`src/rtl/uart_tx_engine.sv`:
```
// Serial transmit engine: one holding register, an 11-bit frame shifter and a
// programmable bit-time counter; 7/8 data bits with optional even/odd parity.
module uart_tx_engine #(
    parameter int BAUD_W = 19
) (
    input  logic              clk,
    input  logic              reset,
    input  logic              EIGHT,
    input  logic              PEN,
    input  logic              OHEL,
    input  logic [BAUD_W-1:0] K,
    input  logic              LOAD,
    input  logic [7:0]        DATA,
    output logic              TX,
    output logic              TXRDY
);

    typedef enum logic [1:0] {
        S_IDLE,
        S_LOAD,
        S_SEND
    } state_t;

    state_t            state;
    state_t            state_next;
    logic [7:0]        hold;
    logic [10:0]       shifter;
    logic [BAUD_W-1:0] bt_cnt;
    logic [3:0]        bit_cnt;
    logic              doit;
    logic              btu;
    logic              done;
    logic              accept;
    logic              parity;
    logic              b9;
    logic              b10;

    assign TXRDY  = (state == S_IDLE);
    assign doit   = (state == S_SEND);
    assign accept = TXRDY && LOAD;
    assign btu    = doit && (bt_cnt == K);
    assign done   = btu && (bit_cnt == 4'd10);
    assign TX     = shifter[0];

    always_ff @(posedge clk) begin
        if (reset) begin
            state <= S_IDLE;
        end else begin
            state <= state_next;
        end
    end

    always_comb begin
        state_next = state;
        case (state)
            S_IDLE:  if (LOAD) state_next = S_LOAD;
            S_LOAD:  state_next = S_SEND;
            S_SEND:  if (done) state_next = S_IDLE;
            default: state_next = S_IDLE;
        endcase
    end

    assign parity = (^hold[6:0]) ^ (EIGHT & hold[7]) ^ OHEL;

    // NOTE: every output of a combinational block gets a default before the
    // case, so no path through it can leave a value held (a latch).
    always_comb begin
        b10 = 1'b1;
        b9  = 1'b1;
        case ({EIGHT, PEN})
            2'b00:   begin b10 = 1'b1;   b9 = 1'b1;    end
            2'b01:   begin b10 = 1'b1;   b9 = parity;  end
            2'b10:   begin b10 = 1'b1;   b9 = hold[7]; end
            default: begin b10 = parity; b9 = hold[7]; end
        endcase
    end

    // NOTE: sequential state is written only with non-blocking assignments so
    // every register samples pre-edge values regardless of statement order.
    always_ff @(posedge clk) begin
        if (reset) begin
            hold    <= '0;
            shifter <= '1;
            bt_cnt  <= '0;
            bit_cnt <= '0;
        end else begin
            if (accept) hold <= DATA;

            // Frame word {b10,b9,D[6:0],0,1}: its bit 0 is the idle level already
            // on the line, so the load also performs the first shift.
            if (state == S_LOAD) begin
                shifter <= {1'b1, b10, b9, hold[6:0], 1'b0};
            end else if (btu) begin
                shifter <= {1'b1, shifter[10:1]};
            end

            if (!doit || btu) bt_cnt <= '0;
            else              bt_cnt <= bt_cnt + BAUD_W'(1);

            if (!doit)    bit_cnt <= '0;
            else if (btu) bit_cnt <= bit_cnt + 4'd1;
        end
    end

endmodule

```
`config.mk`:
```
export PLATFORM = sky130hd
export DESIGN_NAME = uart_tx_engine
export DESIGN_NICKNAME = d
export VERILOG_FILES = /design/src/rtl/uart_tx_engine.sv
export SDC_FILE = /design/constraint.sdc
export NUM_CORES = 1
export LEC_CHECK = 0
export CELL_PAD_IN_SITES_DETAIL_PLACEMENT = 1
export CELL_PAD_IN_SITES_GLOBAL_PLACEMENT = 1
export CORE_ASPECT_RATIO = 1.4
export CORE_MARGIN = 2
export CORE_UTILIZATION = 35
export CTS_CLUSTER_DIAMETER = 100
export DETAILED_ROUTE_END_ITERATION = 8
export PLACE_DENSITY = 0.73
export SYNTH_ARGS = -nofsm -noshare
export SYNTH_HDL_FRONTEND = slang
export SYNTH_SLANG_ARGS = --single-unit
```
`constraint.sdc`:
```
create_clock -name clk -period 2 [get_ports clk]
set_clock_uncertainty 0.15 [all_clocks]
set_input_delay 0.6 -clock clk [delete_from_list [all_inputs] [get_ports clk]]
set_output_delay 0.6 -clock clk [all_outputs]
set_load 0.02 [all_outputs]
```
==> results by group <==
Synth
  – Ys async rst share: 0
  – Synth Area per Inst: 8.51 um^2
  – Yosys Warn Count: 0
  – Synth Register Bits: 43
  – Yosys top cell area share: 0.406
  – Syn Std Cell Area: 2120 um^2
  – Register area share after synthesis: 0.406
  – Synth area leader: dfxtp_1
  – Most used DFF post-synth: dfxtp_1
  – Largest cells by area after synthesis: dfxtp_1, xor2_1, nand2_1, nor2_1, xnor2_1
  – Syn Nets: 285
  – Post-synth EDFFs: 0
  – Mapped Cells: 249
  – Unique masters post-synth: 31

Timing
  – Setup Viol. Count Final: 5
  – Final TNS setup: -0.0536 ns
  – Worst-Margin Slew: 0.500 ns
  – Final hold viol count: 0
  – Crit share post-route: 1.01
  – Fmax: 495 MHz
  – Slew Limit Fails: 0
  – Slew margin rel.: 0.667
  – Fin Hold WS: 0.328 ns
  – RSZ-0062 raised after global routing: yes
  – Period minus WS final: ~2 ns
  – Final WS setup: -0.0197 ns

Final layout
  – Antenna Diode Count: 0
  – Multi-input gate area: around 1300 um^2
  – Fin cells: 380
  – Layout cells sized above 1: 0.258
  – Most frequent cells in the layout: dfxtp_1, nand2_1, nor2_1, xor2_1, buf_4
  – Final Cell Area: 2930 um^2
  – Layout Nets: 345
  – Sequential Area: about 870 um^2
  – Fillers: around 700
  – Area delta synth->final: 38.3%
  – Commonest non-fill, non-tap cell in the layout: dfxtp_1

Clock tree
  – Hold buffer count at cts: 0
  – CTS root buf: clkbuf_8
  – CTS tree: done
  – TritonCTS Buffers: 5
  – Clock sink count: 43
  – H-tree depth: 2
  – Max Buffers Root-to-Sink: 2
  – Reg clk slew, reported paths: 0.08 ns
  – Clock insertion delay at the later pin of the skew report: 0.30 ns

Drt
  – Number of DRC markers in iteration 0: 63
  – Vias/cell: 4.93
  – Vias: between 1.5k and 2k
  – Drt first pass iters: 4
  – Routed wire length: 5.62 mm
  – Post-DRT Antenna Nets: 0
  – # DRC: 0
  – WL/cell: 14.8 um

Power and ir drop
  – Max VDD drop: 0.332 mV
  – Pwr/cell area: slightly below 700 nW/um^2
  – P_int: ~0.0014 W
  – Psw: 0.000597 W
  – Seq pwr share: 0.461
  – Switch share: 0.296
  – Leak pwr: about 1.3 nW
  – Clock power share: 0.298
  – Gate power share: 0.242

Global route
  – Antenna violations before repair: 0
  – Number of global-route vias before repair: about 2.0k
  – Total GRT Usage: 0.180
  – Grt total ovfl: 0
  – Grt peak-use layer: met2
  – Pin count of the biggest net entering global routing: 21
  – Grt met3 use: 0.0283
  – Grt met2 use: 0.368
  – GRT met1 Usage: 0.187
  – First-pass GRT wire length: 9.40 mm

Critical path
  – FF-to-FF setup slack: 0.02 ns
  – Critical path peak fanout: 2
  – Slowest-stage cell, CP: nor4_4
  – Startpoint types: primary input
  – Cells along the critical path: buf_6, xor2_2, nor4_4, nand4_1, buf_4, nor3_4, xor2_1, nor2b_2
  – CP Capture Type: register
  – Critical Path RT: ~2.1 ns
  – Top delay family on crit path: simple AND/OR/NAND/NOR gates
  – Worst Path Buf+Inv: 2
  – WS Path Type: primary input to register
  – CP max stage delay: 0.34 ns
  – Worst EP arrival: 2.11 ns

Placed design
  – HPWL after detailed placement: 3.86 mm
  – Pre-CTS WS: -0.659 ns
  – Port buffer count: 34
  – RD Place Congestion: 0.791
  – Inst Count DP: 364
  – Post-DP Area: 2670 um^2

Hold path
  – Hold Crit Class: register to register

Run
  – Maxcap violations: 0

Outcome
  – Failing checks: negative setup slack
  – Status: complete, but fails checks

Floorplanning
  – Die ar.: ~6700 um^2
  – Core area: between 5000 and 6000 um^2
  – Initial Utilization: 0.362
  – Die W: 69.8 um
  – Rows: 33
  – Die Y: about 96 um
  – Top Ports: 35
worst paths after layout:
check,from,to,cells after the start
max,K[9],bit_cnt[3],8
min,shifter[1],shifter[0],1
max reg2reg,bt_cnt[8],bit_cnt[3],7
min reg2reg,shifter[1],shifter[0],1
power by group through the flow:
stage	clock network, W	registers (W)	logic, W
final	0.000600	0.000929	0.000487
after global placement	0	0.000946	0.000412
after CTS	0.000617	0.000928	0.000510
after floorplan	0	0.000945	0.000241
after global routing	0.000645	0.000935	0.000536
after detailed placement	0	0.000949	0.000418
cells by family after synthesis:
kind of cell,count (synthesis),synth area share
simple gates,123,0.286
xor+xnor,47,0.194
flops,43,0.406
compound gates,23,0.0720
buf+inv,10,0.0236
fa+ha+maj,3,0.0177
Yosys cell counts, drive strengths merged, types with 3 or more instances:
cell and number:
xnor2 14, xor2 33, and3 10, nand4 5, dfxtp 43, nand3 9
nor4 4, buf 3, a21oi 9, nor2 36, ha 3, nand2 39
nor2b 5, o21bai 9, and4 4, nor3 4, clkbuf 5
per-layer routing:
layer / routed length (um) / up-vias
met5: 0 / -
met4: 67 / 0
met3: 142 / 6
met2: 3200 / 26
met1: 2210 / 901
li1: - / 939
per-stage QoR:
stage | power [W] | util
5_1_grt | 0.00212 | 0.500
3_5_place_dp | 0.00137 | 0.456
6_report | 0.00202 | 0.500
4_1_cts | 0.00206 | 0.504
3_3_place_gp | 0.00136 | 0.456
2_1_floorplan | 0.00119 | -
flip-flops by register name (all words and copies together), names as in the netlist:
signal	cells
state	2
shifter	10
hold	8
bit_cnt	4
bt_cnt	19
cell type report:
type	instances	share of cell area
clock buffer	6	0.0282
clock inverter	2	0.00555
timing repair buffer	61	0.184
multi-input combinational	196	0.455
tap	70	0.0299
sequential	43	0.296
inverter	2	0.00256
what timing repair did:
action	in CTS	in global routing
endpoints found under the setup margin	36	33
pin swaps	20	20
gates resized for setup	80	20
gates cloned	3	0
setup buffers	8	3
No activity file was read; power rests on OpenSTA's default activity.
